**src/rtl/gm_rv_ifu_pkg.sv**
```systemverilog
// gm_rv_ifu shared definitions: FSM encodings, PC step and the
// flag layout of a fetch-queue entry {inst, pc, misalign, fault}.
package gm_rv_ifu_pkg;

    localparam logic [0:0] IFU_ST_RUN  = 1'b0;
    localparam logic [0:0] IFU_ST_HALT = 1'b1;

    localparam int IFU_INST_STEP = 4;

    localparam int FQ_FAULT_BIT    = 0;
    localparam int FQ_MISALIGN_BIT = 1;
    localparam int FQ_FLAG_W       = 2;

endpackage

```
**src/rtl/gm_rv_ifu_if.sv**
```systemverilog
// Instruction-memory port of the fetch unit: request handshake plus
// in-order, always-accepted response channel.
interface gm_rv_ifu_if #(
    parameter int ADDR_LEN = 64,
    parameter int INST_LEN = 32
);
    logic                req_valid;
    logic                req_ready;
    logic [ADDR_LEN-1:0] req_addr;
    logic                resp_valid;
    logic [INST_LEN-1:0] resp_data;
    logic                resp_err;

    modport master (
        output req_valid, req_addr,
        input  req_ready, resp_valid, resp_data, resp_err
    );

    modport slave (
        input  req_valid, req_addr,
        output req_ready, resp_valid, resp_data, resp_err
    );
endinterface

```
**src/rtl/gm_sync_fifo.sv**
```systemverilog
// Synchronous FIFO with flush, count, full and empty; a flush may be
// combined with a push, which then becomes the only entry.
module gm_sync_fifo #(
    parameter  int WIDTH = 8,
    parameter  int DEPTH = 4,
    localparam int AW    = $clog2(DEPTH),
    localparam int CW    = AW + 1
) (
    input  logic             clk_i,
    input  logic             rst_ni,
    input  logic             flush_i,
    input  logic             push_i,
    input  logic [WIDTH-1:0] wdata_i,
    input  logic             pop_i,
    output logic [WIDTH-1:0] rdata_o,
    output logic [CW-1:0]    count_o,
    output logic             full_o,
    output logic             empty_o
);
    logic [WIDTH-1:0] mem_q [DEPTH];
    logic [AW-1:0]    wptr_q;
    logic [AW-1:0]    rptr_q;
    logic [CW-1:0]    cnt_q;
    logic             do_push;
    logic             do_pop;

    assign full_o  = (cnt_q == CW'(DEPTH));
    assign empty_o = (cnt_q == '0);
    assign count_o = cnt_q;
    assign rdata_o = mem_q[rptr_q];
    assign do_pop  = pop_i & ~empty_o;
    assign do_push = push_i & (~full_o | do_pop);

    // storage, pointers and occupancy; flush wins over normal traffic
    always_ff @(posedge clk_i or negedge rst_ni) begin
        if (!rst_ni) begin
            for (int i = 0; i < DEPTH; i++) mem_q[i] <= '0;
            wptr_q <= '0;
            rptr_q <= '0;
            cnt_q  <= '0;
        end else if (flush_i) begin
            rptr_q <= '0;
            wptr_q <= push_i ? AW'(1) : '0;
            cnt_q  <= push_i ? CW'(1) : '0;
            if (push_i) mem_q[0] <= wdata_i;
        end else begin
            if (do_push) begin
                mem_q[wptr_q] <= wdata_i;
                wptr_q        <= wptr_q + AW'(1);
            end
            if (do_pop) rptr_q <= rptr_q + AW'(1);
            cnt_q <= cnt_q + CW'(do_push) - CW'(do_pop);
        end
    end
endmodule

```
**src/rtl/gm_rv_ifu.sv**
```systemverilog
// In-order fetch unit: sequential imem fetches into a fetch queue,
// redirect flush with stale-response drop. Option: GM_IFU_MISALIGN_EN.
module gm_rv_ifu
    import gm_rv_ifu_pkg::*;
#(
    parameter int                  ADDR_LEN        = 64,
    parameter int                  INST_LEN        = 32,
    parameter logic [ADDR_LEN-1:0] RESET_PC        = ADDR_LEN'(64'h8000_0000),
    parameter int                  FQ_DEPTH        = 4,
    parameter int                  MAX_OUTSTANDING = 2
) (
    input  logic                i_clk,
    input  logic                i_rst_n,
    gm_rv_ifu_if.master         imem,
    input  logic                i_redirect_valid,
    input  logic [ADDR_LEN-1:0] i_redirect_pc,
    output logic                o_inst_valid,
    input  logic                i_inst_ready,
    output logic [INST_LEN-1:0] o_cur_inst,
    output logic [ADDR_LEN-1:0] o_cur_pc,
`ifdef GM_IFU_MISALIGN_EN
    output logic                o_inst_misalign,
`endif
    output logic                o_inst_fault
);
    localparam int CW = $clog2(FQ_DEPTH) + 1;
    localparam int EW = INST_LEN + ADDR_LEN + FQ_FLAG_W;
    localparam logic [CW-1:0] MAX_OUT = CW'(MAX_OUTSTANDING);
    localparam logic [CW:0]   FQ_CAP  = (CW + 1)'(FQ_DEPTH);
    localparam logic [ADDR_LEN-1:0] STEP = ADDR_LEN'(IFU_INST_STEP);

    logic [0:0]          state_q, state_d;
    logic [ADDR_LEN-1:0] fetch_pc_q, fetch_pc_d;
    logic [ADDR_LEN-1:0] resp_pc_q, resp_pc_d;
    logic [CW-1:0]       out_q, out_d;
    logic [CW-1:0]       drop_q, drop_d;

    logic [CW-1:0]       fq_count;
    logic                fq_full;
    logic                fq_empty;
    logic                fq_push;
    logic                fq_pop;
    logic [EW-1:0]       fq_wdata;
    logic [EW-1:0]       fq_rdata;

    logic [ADDR_LEN-1:0] rd_pc;
    logic                rd_mis;
    logic                fire;
    logic [CW:0]         in_use;

    assign rd_pc  = {i_redirect_pc[ADDR_LEN-1:2], 2'b00};
`ifdef GM_IFU_MISALIGN_EN
    assign rd_mis = |i_redirect_pc[1:0];
`else
    assign rd_mis = 1'b0;
`endif

    // a request needs both an imem slot and a reserved queue slot
    assign in_use = {1'b0, out_q} + {1'b0, fq_count};
    assign imem.req_valid = i_rst_n
                          & (state_q == IFU_ST_RUN)
                          & (out_q < MAX_OUT)
                          & (in_use < FQ_CAP)
                          & ~i_redirect_valid;
    assign imem.req_addr  = fetch_pc_q;
    assign fire           = imem.req_valid & imem.req_ready;

    assign o_inst_valid = ~fq_empty;
    assign o_cur_inst   = fq_rdata[EW-1 -: INST_LEN];
    assign o_cur_pc     = fq_rdata[FQ_FLAG_W +: ADDR_LEN];
    assign o_inst_fault = fq_rdata[FQ_FAULT_BIT];
`ifdef GM_IFU_MISALIGN_EN
    assign o_inst_misalign = fq_rdata[FQ_MISALIGN_BIT];
    logic unused_fq;
    assign unused_fq = fq_full;
`else
    logic unused_fq;
    assign unused_fq = fq_full ^ fq_rdata[FQ_MISALIGN_BIT];
`endif

    // next-state: redirect overrides fetch advance and response handling
    always_comb begin
        state_d    = state_q;
        fetch_pc_d = fetch_pc_q;
        resp_pc_d  = resp_pc_q;
        out_d      = out_q + CW'(fire) - CW'(imem.resp_valid);
        drop_d     = drop_q;
        fq_push    = 1'b0;
        fq_wdata   = '0;
        fq_pop     = o_inst_valid & i_inst_ready & ~i_redirect_valid;
        if (i_redirect_valid) begin
            fetch_pc_d = rd_pc;
            resp_pc_d  = rd_pc;
            drop_d     = out_d;
            state_d    = IFU_ST_RUN;
            if (rd_mis) begin
                fq_push  = 1'b1;
                fq_wdata = {{INST_LEN{1'b0}}, i_redirect_pc, 1'b1, 1'b0};
                state_d  = IFU_ST_HALT;
            end
        end else begin
            if (fire) fetch_pc_d = fetch_pc_q + STEP;
            if (imem.resp_valid) begin
                if (drop_q != '0) begin
                    drop_d = drop_q - CW'(1);
                end else begin
                    fq_push   = 1'b1;
                    fq_wdata  = {imem.resp_err ? '0 : imem.resp_data,
                                 resp_pc_q, 1'b0, imem.resp_err};
                    resp_pc_d = resp_pc_q + STEP;
                    if (imem.resp_err) state_d = IFU_ST_HALT;
                end
            end
        end
    end

    // architectural state of the fetch engine
    always_ff @(posedge i_clk or negedge i_rst_n) begin
        if (!i_rst_n) begin
            state_q    <= IFU_ST_RUN;
            fetch_pc_q <= RESET_PC;
            resp_pc_q  <= RESET_PC;
            out_q      <= '0;
            drop_q     <= '0;
        end else begin
            state_q    <= state_d;
            fetch_pc_q <= fetch_pc_d;
            resp_pc_q  <= resp_pc_d;
            out_q      <= out_d;
            drop_q     <= drop_d;
        end
    end

    gm_sync_fifo #(
        .WIDTH (EW),
        .DEPTH (FQ_DEPTH)
    ) u_fq (
        .clk_i   (i_clk),
        .rst_ni  (i_rst_n),
        .flush_i (i_redirect_valid),
        .push_i  (fq_push),
        .wdata_i (fq_wdata),
        .pop_i   (fq_pop),
        .rdata_o (fq_rdata),
        .count_o (fq_count),
        .full_o  (fq_full),
        .empty_o (fq_empty)
    );
endmodule
```
**src/flat_wrapper.sv**
```systemverilog
// flat-port wrapper written by rule: the top's interface ports become plain ports
module gm_rv_ifu_flat import gm_rv_ifu_pkg::*;
#(
    parameter int                  ADDR_LEN        = 64,
    parameter int                  INST_LEN        = 32,
    parameter logic [ADDR_LEN-1:0] RESET_PC        = ADDR_LEN'(64'h8000_0000),
    parameter int                  FQ_DEPTH        = 4,
    parameter int                  MAX_OUTSTANDING = 2
)
  (i_clk, i_rst_n, i_redirect_valid, i_redirect_pc, o_inst_valid, i_inst_ready, o_cur_inst, o_cur_pc, o_inst_fault, imem_req_valid, imem_req_addr, imem_req_ready, imem_resp_valid, imem_resp_data, imem_resp_err);
  gm_rv_ifu_if #(.ADDR_LEN(ADDR_LEN), .INST_LEN(INST_LEN)) imem_i ();
  input  logic i_clk;
  input  logic i_rst_n;
  input  logic i_redirect_valid;
  input  logic [ADDR_LEN-1:0] i_redirect_pc;
  output logic o_inst_valid;
  input  logic i_inst_ready;
  output logic [INST_LEN-1:0] o_cur_inst;
  output logic [ADDR_LEN-1:0] o_cur_pc;
  output logic o_inst_fault;
  output wire logic [$bits(imem_i.req_valid)-1:0] imem_req_valid;
  output wire logic [$bits(imem_i.req_addr)-1:0] imem_req_addr;
  input wire logic [$bits(imem_i.req_ready)-1:0] imem_req_ready;
  input wire logic [$bits(imem_i.resp_valid)-1:0] imem_resp_valid;
  input wire logic [$bits(imem_i.resp_data)-1:0] imem_resp_data;
  input wire logic [$bits(imem_i.resp_err)-1:0] imem_resp_err;
  assign imem_req_valid = imem_i.req_valid;
  assign imem_req_addr = imem_i.req_addr;
  assign imem_i.req_ready = imem_req_ready;
  assign imem_i.resp_valid = imem_resp_valid;
  assign imem_i.resp_data = imem_resp_data;
  assign imem_i.resp_err = imem_resp_err;
  gm_rv_ifu #(.ADDR_LEN(ADDR_LEN), .INST_LEN(INST_LEN), .RESET_PC(RESET_PC), .FQ_DEPTH(FQ_DEPTH), .MAX_OUTSTANDING(MAX_OUTSTANDING)) u_core (.i_clk(i_clk), .i_rst_n(i_rst_n), .imem(imem_i), .i_redirect_valid(i_redirect_valid), .i_redirect_pc(i_redirect_pc), .o_inst_valid(o_inst_valid), .i_inst_ready(i_inst_ready), .o_cur_inst(o_cur_inst), .o_cur_pc(o_cur_pc), .o_inst_fault(o_inst_fault));
endmodule
```
**config.mk**
```make
export PLATFORM = sky130hd
export DESIGN_NAME = gm_rv_ifu_flat
export DESIGN_NICKNAME = d
export VERILOG_FILES = /design/src/rtl/gm_rv_ifu_pkg.sv /design/src/rtl/gm_rv_ifu_if.sv /design/src/rtl/gm_sync_fifo.sv /design/src/rtl/gm_rv_ifu.sv /design/src/flat_wrapper.sv
export SDC_FILE = /design/constraint.sdc
export NUM_CORES = 1
export LEC_CHECK = 0
export CAP_MARGIN = 25
export CORE_MARGIN = 2
export CORE_UTILIZATION = 60
export CTS_CLUSTER_SIZE = 24
export DETAILED_ROUTE_END_ITERATION = 10
export PLACE_DENSITY = 0.84
export SETUP_SLACK_MARGIN = 0.3
export SLEW_MARGIN = 10
export SYNTH_ARGS = -nofsm -noshare
export SYNTH_HDL_FRONTEND = slang
export SYNTH_SLANG_ARGS = --single-unit
export TNS_END_PERCENT = 10
```
**constraint.sdc**
```tcl
create_clock -name i_clk -period 7 [get_ports i_clk]
set_input_delay 1.4 -clock i_clk [delete_from_list [all_inputs] [get_ports i_clk]]
set_output_delay 1.4 -clock i_clk [all_outputs]
set_load 0.1 [all_outputs]
```
=== After elaboration in Yosys (flattened, before gate mapping) ===
Index checks and enable logic that the tools add are counted.

* Add/subtract/negate cells: 10
* $lt $le $gt $ge: 5
* Equal/unequal tests: 3
* Muxes and demuxes: 35
* Bitwise logic cells: 16
* Reduce and logical (&&, ||, !) cells: 14

{| class="wikitable"
|+ Operator list
! kind !! number
|-
| two-way mux 98 bit || 8
|-
| bitwise mux 392 bit || 1
|-
| two-way mux 392 bit || 1
|-
| two-way mux 64 bit || 5
|-
| binary-select mux 98 bit (select 2 bit) || 1
|-
| demux 98 bit (select 2 bit) || 1
|-
| adder 64 x 3 -> 64 bit, second input constant || 2
|-
| two-way mux 32 bit || 1
|-
| two-way mux 3 bit || 4
|-
| nonzero test 2 bit || 6
|-
| AND 1 bit || 9
|-
| two-way mux 1 bit || 9
|-
| two-way mux 2 bit || 4
|-
| AND reduction 2 bit || 4
|-
| adder 3 x 1 -> 3 bit || 2
|-
| >= comparator 3 bit, second input constant || 2
|-
| NOT 2 -> 3 bit || 2
|-
| subtractor 3 x 1 -> 3 bit || 2
|-
| adder 2 x 1 -> 2 bit, second input constant || 2
|-
| adder 3 x 3 -> 4 bit || 1
|-
| < comparator 4 x 3 -> 1 bit, second input constant || 1
|-
| NOT 1 bit || 4
|-
| == test 3 bit, second input constant || 1
|-
| zero test 3 bit || 1
|-
| 9 further kinds || 9
|}

* Register bits after elaboration: 534
* Output and inout port bits: 163

=== Longest topological paths before layout ===
Gate-level depths: netlist of run 1.

* Word-level depth: 10
* Gate-level depth with buffers: 13

=== Cells and area by module ===
From an unflattened synthesis of run 1, not the netlist that was laid out.

* Cell total of the unflattened synthesis: 2,009
* Area, all modules: 26,208.9 sq um

{| class="wikitable"
|+ Modules (own cells, without submodules)
! module !! instances !! cells each !! area an instance (sq um) !! seq. area each (sq um)
|-
| gm_sync_fifo || 1 || 996 || 17,581.9 || 9,984.6
|-
| gm_rv_ifu || 1 || 1,013 || 8,627.0 || 3,280.6
|}

=== Worst setup path after synthesis of run 1 ===
OpenSTA, ideal clock, no wires.

* Path kind: input-to-output
* Start: input port i_redirect_valid
* End: output port imem_req_valid
* Arrival time: 2.602 ns
* Data required time: 5.600 ns
* Slack: 2.998 ns
* Cell stages on the path: 3
* Buffers on the path: 1
* Cell sequence: buf_2 nor3_2 and3_1

* Longest elaborated chain between the ends: 2

{| class="wikitable"
|+ Ends and longest elaborated chain
! item !! line !! RTL
|-
| from (decl) || flat_wrapper.sv:14 || <nowiki>input logic i_redirect_valid;</nowiki>
|-
| NOT 1 bit (no line) || n/a ||
|-
| AND 1 bit || gm_rv_ifu.sv:64 || <nowiki>& ~i_redirect_valid;</nowiki>
|-
| to (decl) || flat_wrapper.sv:21 || <nowiki>output wire logic [$bits(imem_i.req_valid)-1:0] imem_req_valid;</nowiki>
|}

No other way between the ends.

=== Final worst setup path of run 1 ===
* Start: register u_core.u_fq.rptr_q[1]
* End: output port o_cur_pc[1]

* Longest elaborated chain between the ends: 4

{| class="wikitable"
|+ Ends and longest elaborated chain
! item !! line !! RTL
|-
| from (decl) || gm_sync_fifo.sv:22 || <nowiki>logic [AW-1:0] rptr_q;</nowiki>
|-
| from (signal assigned) || gm_sync_fifo.sv:51 || <nowiki>if (do_pop) rptr_q <= rptr_q + AW'(1);</nowiki>
|-
| NOT 2 -> 3 bit (implied by the code) || gm_sync_fifo.sv:30 || <nowiki>assign rdata_o = mem_q[rptr_q];</nowiki>
|-
| binary-select mux 98 bit (select 2 bit) || gm_sync_fifo.sv:30 ||
|-
| two-way mux 98 bit (implied by the code) (2 in series) || gm_sync_fifo.sv:30 ||
|-
| to (decl) || flat_wrapper.sv:19 || <nowiki>output logic [ADDR_LEN-1:0] o_cur_pc;</nowiki>
|}

No other way between the ends. The select of a mux whose other input is x is not followed.

==> run metrics, run 1 <==
number of synthesized register bits=roughly 520; htree depth=2; drt first pass iters=8; clk_lat worst skew=approximately 0.61 ns; Hold Crit Class=flip-flop to flip-flop; Startpoint Class=flip-flop; hold buffer count at cts=0; Final period util=76.2%; post-synthesis cell area=0.0249 mm^2; Max Fclk=0.187 GHz; RSZ-0062 raised after global routing=no; synth top area cells=dfrtp_1 52%, mux2_2 12%, mux4_2 8.7%, nand2_1 4.0%, o21ai_0 3.5%; Post-DRT Antenna Nets=0; CP Data Arrival Time=about 3.9 ns; CP Capture Type=output port; Final #Nets=around 2400; gr usage total=31.2%; clock tree buffer depth=3; worst hold margin=0.476 ns; Max-Cap Viols=0; status=completed; TritonCTS clock tree=built; via/cell ratio=6.45; root buf cell=clkbuf_16; Initial Util=60.8%; Clock Skew=0.0140 ns; Max Slew Vio Count=0; clock-pin slew on the worst setup and hold paths=0.06 ns; area leader, netlist=dfrtp_1; final hold vios=0; Synth Instances=2115; vias in the first global route=19000; Ports=266; Die Span Y=~210 um; Initial DRC Count=~1900; count of different cell masters after synthesis=just under 70; total DRC errors in the routed layout=0; total CTS buffers=53; sequential area share after synthesis=52.5%; Static Leak=around 13 nW; initial antenna violation count=3; top cell type's share of synthesized area=a little over half; syn_area_per_cell=11.8 um^2; RePlAce Congestion=0.924; crit-path max FO=50; P per Cell Area=between 300 and 400 mW/mm^2; largest net degree at the start of global routing=105; ys async rst share=100%; WL/cell=23.3 um; Setup violations, final=0; first-pass GRT wire length=106000 um; worst endpoint required time=between 5 and 6 ns; grt ovf=0; Post-Layout Cell Count=around 2900; Placed Instances=2784; routed via count=between 15000 and 20000; Resized cells post-CTS=0; Sink Count=522; Peak VDD IR=roughly 0.00043 V; port buffer count=261; relative slew slack=25.6%; WL final=67100 um; HPWL after DPL=44000 um; Post-synth EDFFs=0; critical path class=flip-flop to output port; Post-CTS Setup Bufs=0; Core Region=just over 0.04 mm^2; Least-Margin Pin Slew=around 1.1 ns; die area=~0.043 mm^2; share of layout cells above drive strength 1=21.3%; ys flop type=dfrtp_1; Fin Setup TNS=0 ns; P&R area growth vs syn=19.2%; min cycle time layout=5.34 ns; # rows=between 70 and 80; Die X=208 um; Synth Warn #=0
==> through the flow <==
stage / setup slack (ns) / util (%) / power (mW) / area, um^2
after floorplan: 3.00 / - / 7.45 / 24900
after global placement: 2.31 / 68.0 / 8.52 / 27800
after detailed placement: 2.29 / 68.0 / 8.62 / 27800
after CTS: 1.64 / 72.4 / 11.5 / 29600
after global routing: 1.57 / 72.5 / 11.9 / 29700
final: 1.66 / 72.5 / 11.5 / 29700
==> kinds of logic after synthesis <==
| group | Yosys count | synth area share (%) |
|---|---|---|
| buffers and inverters | 189 | 3.06 |
| and+or+nand+nor | 661 | 13.5 |
| other | 1 | 0.0151 |
| AOI/OAI and AO/OA | 303 | 7.22 |
| DFF | 522 | 52.5 |
| adders and majority gates | 17 | 0.915 |
| xor gates and xnor gates | 59 | 2.08 |
| muxes | 363 | 20.7 |
==> cell type report <==
cell class	instances	area, um^2
diodes	2	5.00
clock inverters	10	131
inverters	41	156
fillers	2697	11300
clock buffers	87	1670
repair buffers	286	2870
well taps	532	666
flip-flops and latches	522	13100
multi-input cells	1405	11100
==> cells in the mapped netlist (3+ instances only) <==
library cell  count
nand2_1         263
nor2_1           92
o31ai_1          19
a21oi_1          25
o31a_1           13
buf_1            32
nor4_1           42
buf_2            22
a211oi_1         21
mux2i_1           6
xor2_1           28
or3_1            14
mux2_2          261
nand3_1          54
nand2b_1         10
nor3b_1           6
or4_1            17
o21ai_0         172
clkbuf_1         86
inv_1            41
xnor2_1          31
mux4_2           96
a22o_1            4
clkbuf_2          4
ha_1             15
a221oi_1          5
and2_1           11
or2_2             5
buf_4             3
and4_1           14
o211ai_1          4
nand4_1          56
and3_1           21
nor3_1           25
a31oi_1          23
and4b_1           3
dfrtp_1         520
nand4_2           5
a21o_1            4
==> metal layers <==
metal	track usage [%]	vias to the layer above	wire (um)
met5	0	-	15
met3	6.57	191	5610
met2	49.3	867	32000
li1	-	8108	-
met1	42.3	9447	26700
met4	13.5	2	2830
==> registers in the layout, summed over array words and instances, names as in the netlist <==
name / cells
u_core.u_fq.mem_q: 384
u_core.imem.req_addr: 62
u_core.resp_pc_q: 62
u_core.drop_q: 3
u_core.out_q: 3
u_core.u_fq.count_o: 3
u_core.u_fq.rptr_q: 2
u_core.u_fq.wptr_q: 2
u_core.state_q: 1
==> power by group <==
group	total [mW]	leakage, nW	internal [mW]	switching, mW
registers	3.86	6.85	3.46	0.407
logic	4.72	4.98	1.43	3.30
clock network	2.92	0.884	1.73	1.19
total	11.5	12.7	6.61	4.89
==> worst max-delay path, cell delays in order (launching register included) <==
cell and delay, ns:
dfrtp_4 0.99, buf_4 0.74, mux4_2 0.40, clkdlybuf4s50_1 1.15
==> cells in the final DEF, fill, tap and decap left out, drive strengths merged, types with 13 or more instances in the layout <==
cell / n
and4: 14
o31a: 13
inv: 42
a31oi: 23
dfrtp: 520
nand2: 263
mux4: 96
nor2: 93
a21oi: 25
nor4: 45
clkbuf: 87
or3: 14
or4: 19
nor3: 27
o31ai: 19
mux2: 261
xnor2: 31
nand4: 61
nand3: 55
clkdlybuf4s50: 258
buf: 28
and3: 21
a211oi: 21
ha: 15
o21ai: 172
xor2: 28
==> final timing paths <==
| path | startpoint | end | slack [ns] | depth (start not counted) |
|---|---|---|---|---|
| worst max-delay path | u_core.u_fq.rptr_q[1]$_DFFE_PN0P_ | o_cur_pc[1] | 1.66 | 3 |
| worst min-delay path | u_core.u_fq.mem_q[91]$_DFFE_PN0P_ | u_core.u_fq.mem_q[91]$_DFFE_PN0P_ | 0.48 | 2 |
| worst max register to register | u_core.drop_q[0]$_DFFE_PN0P_ | u_core.u_fq.mem_q[38]$_DFFE_PN0P_ | 3.77 | 7 |
| worst min register to register | u_core.u_fq.mem_q[91]$_DFFE_PN0P_ | u_core.u_fq.mem_q[91]$_DFFE_PN0P_ | 0.48 | 2 |
| max in group asynchronous | i_rst_n | u_core.u_fq.mem_q[213]$_DFFE_PN0P_ | 3.91 | 3 |
| min in group asynchronous | i_rst_n | u_core.u_fq.mem_q[93]$_DFFE_PN0P_ | 0.82 | 1 |
Power figures use the tool's default switching activity.
==> run 2: changes to the inputs <==
--- a/config.mk
+++ b/config.mk
@@ -7,10 +7,10 @@
 export LEC_CHECK = 0
 export CAP_MARGIN = 25
 export CORE_MARGIN = 2
-export CORE_UTILIZATION = 60
+export CORE_UTILIZATION = 52
 export CTS_CLUSTER_SIZE = 24
 export DETAILED_ROUTE_END_ITERATION = 10
-export PLACE_DENSITY = 0.84
+export PLACE_DENSITY = 0.77
 export SETUP_SLACK_MARGIN = 0.3
 export SLEW_MARGIN = 10
 export SYNTH_ARGS = -nofsm -noshare
==> constraint.sdc (replaced) <==
create_clock -name i_clk -period 4.4 [get_ports i_clk]
set_input_delay 0.88 -clock i_clk [delete_from_list [all_inputs] [get_ports i_clk]]
set_output_delay 0.88 -clock i_clk [all_outputs]
set_load 0.1 [all_outputs]
==> run metrics, run 2 (same netlist as run 1, synthesis figures left out) <==
status=completed; clock tree buffer depth=3 (unchanged); Die Span Y=223 um (+7.3%); Final Total Pwr=18.3 mW (+59%); htree depth=2 (unchanged); final hold vios=0 (unchanged); grt ovf=0 (unchanged); Post-CTS Setup Bufs=0 (unchanged); cells along the critical path=buf_12 -> mux4_2 -> buf_4; most flop-heavy register=u_core.u_fq.mem_q; Startpoint Class=flip-flop; Final period util=81.0%; clk_lat worst skew=0.60 ns (about the same); WL/cell=22.6 um (-2.9%); drt first pass iters=6 (-2); RSZ-0062 raised after global routing=no; Resized cells post-CTS=0 (unchanged); relative slew slack=24.5% (-1.2 points); largest net degree at the start of global routing=156 (+49%); Initial DRC Count=1692 (-13%); routed via count=18500 (-0.48%); min cycle time layout=~3.6 ns; # rows=80 (+8.1%); Final #Nets=2447 (+0.74%); die area=0.0496 mm^2 (+15%); Peak VDD IR=0.000768 V (+78%); Sink Count=522 (unchanged); Static Leak=13.0 nW (+2.1%); Post-DRT Antenna Nets=0 (unchanged); Least-Margin Pin Slew=1.13 ns (+0.0174 ns); via/cell ratio=6.21 (-3.7%); clock-pin slew on the worst setup and hold paths=0.06 ns (about the same); port buffer count=261 (unchanged); hold buffer count at cts=0 (unchanged); Max-Cap Viols=0 (unchanged); RePlAce Congestion=0.930 (+0.64%); first-pass GRT wire length=107000 um (+1.2%); worst endpoint required time=3.52 ns (-2.08 ns); P&R area growth vs syn=19.6%; CP max-delay cell=mux4_2; commonest non-fill, non-tap cell in the layout=dfrtp_1; Max Fclk=0.281 GHz; root buf cell=clkbuf_16; worst path bufs/invs=2 (unchanged); total CTS buffers=54 (+1.9%); Hold Crit Class=input port to async pin; Filler cells=3601 (+34%); Clock Skew=0.0192 ns (+0.00521 ns); setup slack, reg-to-reg=1.23 ns (-2.54 ns); Setup violations, final=0 (unchanged); CP top delay family=buffers and inverters; Core Region=0.0475 mm^2 (+16%); initial antenna violation count=2 (-1); leading cell types in the layout, fill and taps excluded=518 x dfrtp_1, 261 x mux2_2, 259 x nand2_1; P per Cell Area=613 mW/mm^2 (+58%); share of layout cells above drive strength 1=26.1% (+4.8 points); gr usage total=27.6% (-3.6 points); HPWL after DPL=45600 um (+3.7%); Die X=223 um (+7.3%); TritonCTS clock tree=built; max reg flops=384 (unchanged); Initial Util=52.4% (-8.5 points); CP Capture Type=output port; crit-path max FO=68 (+36%); Max Slew Vio Count=0 (unchanged); final instance area=0.0298 mm^2 (+0.32%); Fin Setup TNS=0 ns (unchanged); critical path's largest stage delay=0.67 ns (-0.48 ns); CP Data Arrival Time=2.68 ns (-1.26 ns); Ports=266 (unchanged); vias in the first global route=19000 (-0.23%); WL final=67400 um (+0.39%); Post-Place Cell Area=0.0279 mm^2 (+0.36%); total DRC errors in the routed layout=0 (unchanged); critical path class=flip-flop to output port
==> run 2: metal layers <==
metal  global-route usage [%]  part of all wire [%]  vias up  wire length [um]
li1                         -                     -     8147                 -
met1                     38.5                    42     9454             28400
met2                     43.3                    47      783             31600
met3                     5.58                   7.8      140              5290
met4                     10.0                   3.1        2              2100
met5                        0                 0.021        -                14
==> run 2: worst register-to-register path, cell delays in order (launching register included) <==
cell,delay (ns)
dfrtp_1,0.41
ha_1,0.32
and4bb_2,0.35
and4_1,0.50
nand4b_1,0.62
or4_1,0.70
a31oi_1,0.20
==> run 2: path summary, 6_finish.rpt <==
path	startpoint	endpoint	cells past startpoint
min	i_rst_n	u_core.u_fq.mem_q[306]$_DFFE_PN0P_	1
max in group asynchronous	i_rst_n	u_core.u_fq.mem_q[78]$_DFFE_PN0P_	3
min reg2reg	u_core.u_fq.mem_q[276]$_DFFE_PN0P_	u_core.u_fq.mem_q[276]$_DFFE_PN0P_	2
max	u_core.u_fq.rptr_q[0]$_DFFE_PN0P_	o_cur_pc[27]	3
min in group i_clk	u_core.u_fq.mem_q[276]$_DFFE_PN0P_	u_core.u_fq.mem_q[276]$_DFFE_PN0P_	2
max reg2reg	u_core.u_fq.count_o[2]$_DFF_PN0_	u_core.imem.req_addr[37]$_DFFE_PN0P_	6
==> run 2: power by group <==
group | switching, mW | total (mW) | internal, mW | leakage [nW]
Clock | 1.90 | 4.67 | 2.78 | 0.893
Sequential | 0.602 | 6.10 | 5.50 | 6.85
Combinational | 5.34 | 7.48 | 2.14 | 5.24
Total | 7.84 | 18.3 | 10.4 | 13.0
==> run 2: area by class of cell <==
cell class | instances | area (um^2) | area share, %
antenna | 1 | 2.50 | 0.00841
clock buffer | 79 | 1590 | 5.33
clock inverter | 17 | 216 | 0.727
inverter | 41 | 156 | 0.525
multi-input combinational | 1405 | 11100 | 37.3
sequential | 522 | 13100 | 43.9
tap | 615 | 769 | 2.58
timing repair buffer | 303 | 2860 | 9.59
==> run 2: through the flow <==
stage	std cells	setup slack [ns]	hold WS (ns)	util, %
floorplan	2116	1.11	0.445	-
global placement	2884	0.598	0.456	58.7
detailed placement	2884	0.616	0.465	58.7
CTS	2980	0.775	0.174	62.5
global route	2983	0.686	0.199	62.6
finish	2983	0.838	0.191	62.6
==> run 3: changes to the inputs <==
==> constraint.sdc (replaced) <==
create_clock -name i_clk -period 3.04 [get_ports i_clk]
set_input_delay 0.608 -clock i_clk [delete_from_list [all_inputs] [get_ports i_clk]]
set_output_delay 0.608 -clock i_clk [all_outputs]
set_load 0.1 [all_outputs]
==> run metrics, run 3 (same netlist as run 1, synthesis figures left out) <==
status=completed; Initial Util=52.4% (unchanged); Final Total Pwr=29.0 mW (+59%); total DRC errors in the routed layout=0 (unchanged); Die Span Y=223 um (unchanged); TritonCTS clock tree=built; relative slew slack=31.6% (+7.1 points); WL/cell=23.5 um (+4.0%); CP Capture Type=output port; Final period util=95.0%; Max-Cap Viols=0 (unchanged); WL final=70900 um (+5.2%); HPWL after DPL=46700 um (+2.4%); Hold Crit Class=input port to async pin; via/cell ratio=6.25 (+0.58%); Initial DRC Count=2025 (+20%); htree depth=2 (unchanged); initial antenna violation count=1 (-1); P&R area growth vs syn=26.2%; fin util=66.1% (+3.5 points); port buffer count=261 (unchanged); drt first pass iters=6 (unchanged); Ports=266 (unchanged); RePlAce Congestion=0.917 (-1.4%); routed via count=18800 (+1.7%); Max Slew Vio Count=0 (unchanged); crit-path max FO=6 (-91%); critical path class=flip-flop to output port; gr usage total=28.6% (+0.97 points); commonest non-fill, non-tap cell in the layout=dfrtp_1; Sink Count=522 (unchanged); clock tree buffer depth=3 (unchanged); r2r worst-path depth=6 (unchanged); Startpoint Class=flip-flop; Max Fclk=about 0.35 GHz; RSZ-0062 raised after global routing=yes; Post-Layout Cell Count=3017 (+1.1%); Placed Instances=2905 (+0.73%); vias in the first global route=19100 (+0.87%); Static Leak=13.7 nW (+5.3%); Core Region=0.0475 mm^2 (unchanged); Post-DRT Antenna Nets=0 (unchanged); Clock Skew=0.0260 ns (+0.00678 ns); leading cell types in the layout, fill and taps excluded=510 x dfrtp_1, 261 x mux2_2, 259 x nand2_1; Register Area=0.0131 mm^2 (about the same); Filler cells=3393 (-5.8%); CP Data Arrival Time=2.28 ns (-0.40 ns); first-pass GRT wire length=110000 um (+2.5%); largest net degree at the start of global routing=195 (+25%); root buf cell=clkbuf_16; # rows=80 (unchanged); area occupied by multi-input gates=0.0111 mm^2 (about the same); clk_lat worst skew=0.61 ns (about the same); Setup violations, final=0 (unchanged); min cycle time layout=2.89 ns; max reg flops=384 (unchanged); hold buffer count at cts=0 (unchanged); Die X=223 um (unchanged); share of layout cells above drive strength 1=30.2% (+4.1 points); Least-Margin Pin Slew=1.03 ns (-0.104 ns); Fin Setup TNS=0 ns (unchanged); die area=0.0496 mm^2 (unchanged); Peak VDD IR=0.00116 V (+51%); P per Cell Area=924 mW/mm^2 (+51%); total CTS buffers=53 (-1.9%); final hold vios=0 (unchanged); clock-pin slew on the worst setup and hold paths=0.06 ns (about the same); most flop-heavy register=u_core.u_fq.mem_q; worst endpoint required time=2.43 ns (-1.09 ns); grt ovf=0 (unchanged); Final #Nets=2478 (+1.3%)
## run 3: worst max-delay path, cell delays in order (launching register included)
cell and delay, ns:
dfrtp_4 0.45, buf_12 0.13, buf_12 0.13, clkbuf_16 0.19, mux4_2 0.56, buf_12 0.19
## run 3: layer usage
metal | vias up | wire, um | global-route usage (%)
li1 | 8218 | - | -
met1 | 9594 | 28600 | 39.0
met2 | 864 | 33400 | 44.6
met3 | 170 | 6100 | 6.97
met4 | 0 | 2770 | 10.9
met5 | - | 0 | 0
## run 3: worst paths after layout
check | endpoint | slack (ns) | from
min in group i_clk | u_core.drop_q[0]$_DFFE_PN0P_ | 0.39 | i_redirect_valid
min | u_core.imem.req_addr[4]$_DFFE_PN0P_ | 0.20 | i_rst_n
max in group asynchronous | u_core.imem.req_addr[33]$_DFFE_PN0P_ | 1.27 | i_rst_n
min reg2reg | u_core.u_fq.mem_q[185]$_DFFE_PN0P_ | 0.47 | u_core.u_fq.mem_q[185]$_DFFE_PN0P_
max | o_cur_inst[8] | 0.15 | u_core.u_fq.rptr_q[0]$_DFFE_PN0P_
max reg2reg | u_core.imem.req_addr[63]$_DFFE_PN0P_ | 0.45 | u_core.u_fq.count_o[2]$_DFF_PN0_
## run 3: final cells by class
type / instances / share of cell area, %
inverter: 41 / 0.498
multi-input combinational: 1405 / 35.4
clock inverter: 13 / 0.466
antenna: 1 / 0.00796
sequential: 522 / 41.6
timing repair buffer: 335 / 14.2
clock buffer: 85 / 5.34
tap: 615 / 2.45
## run 3: timing repair
item,in CTS,in global routing
endpoints found under the hold margin,0,0
setup buffers,5,0
endpoints found under the setup margin,98,99
resized for setup,11,0
cloned,6,2
## run 3: power breakdown
part | switching, mW | total (mW) | internal (mW)
clock | 2.74 | 6.76 | 4.02
sequential | 0.831 | 8.79 | 7.96
combinational | 8.39 | 13.5 | 5.10
total | 12.0 | 29.0 | 17.1
## run 3: metrics by stage
step / area (um^2) / hold WS, ns / worst slack (ns)
floorplan: 24900 / 0.312 / 0.252
global placement: 29300 / 0.456 / 0.0603
detailed placement: 29300 / 0.465 / 0.000867
CTS: 31400 / 0.223 / 0.148
global route: 31400 / 0.255 / 0.0837
finish: 31400 / 0.199 / 0.151
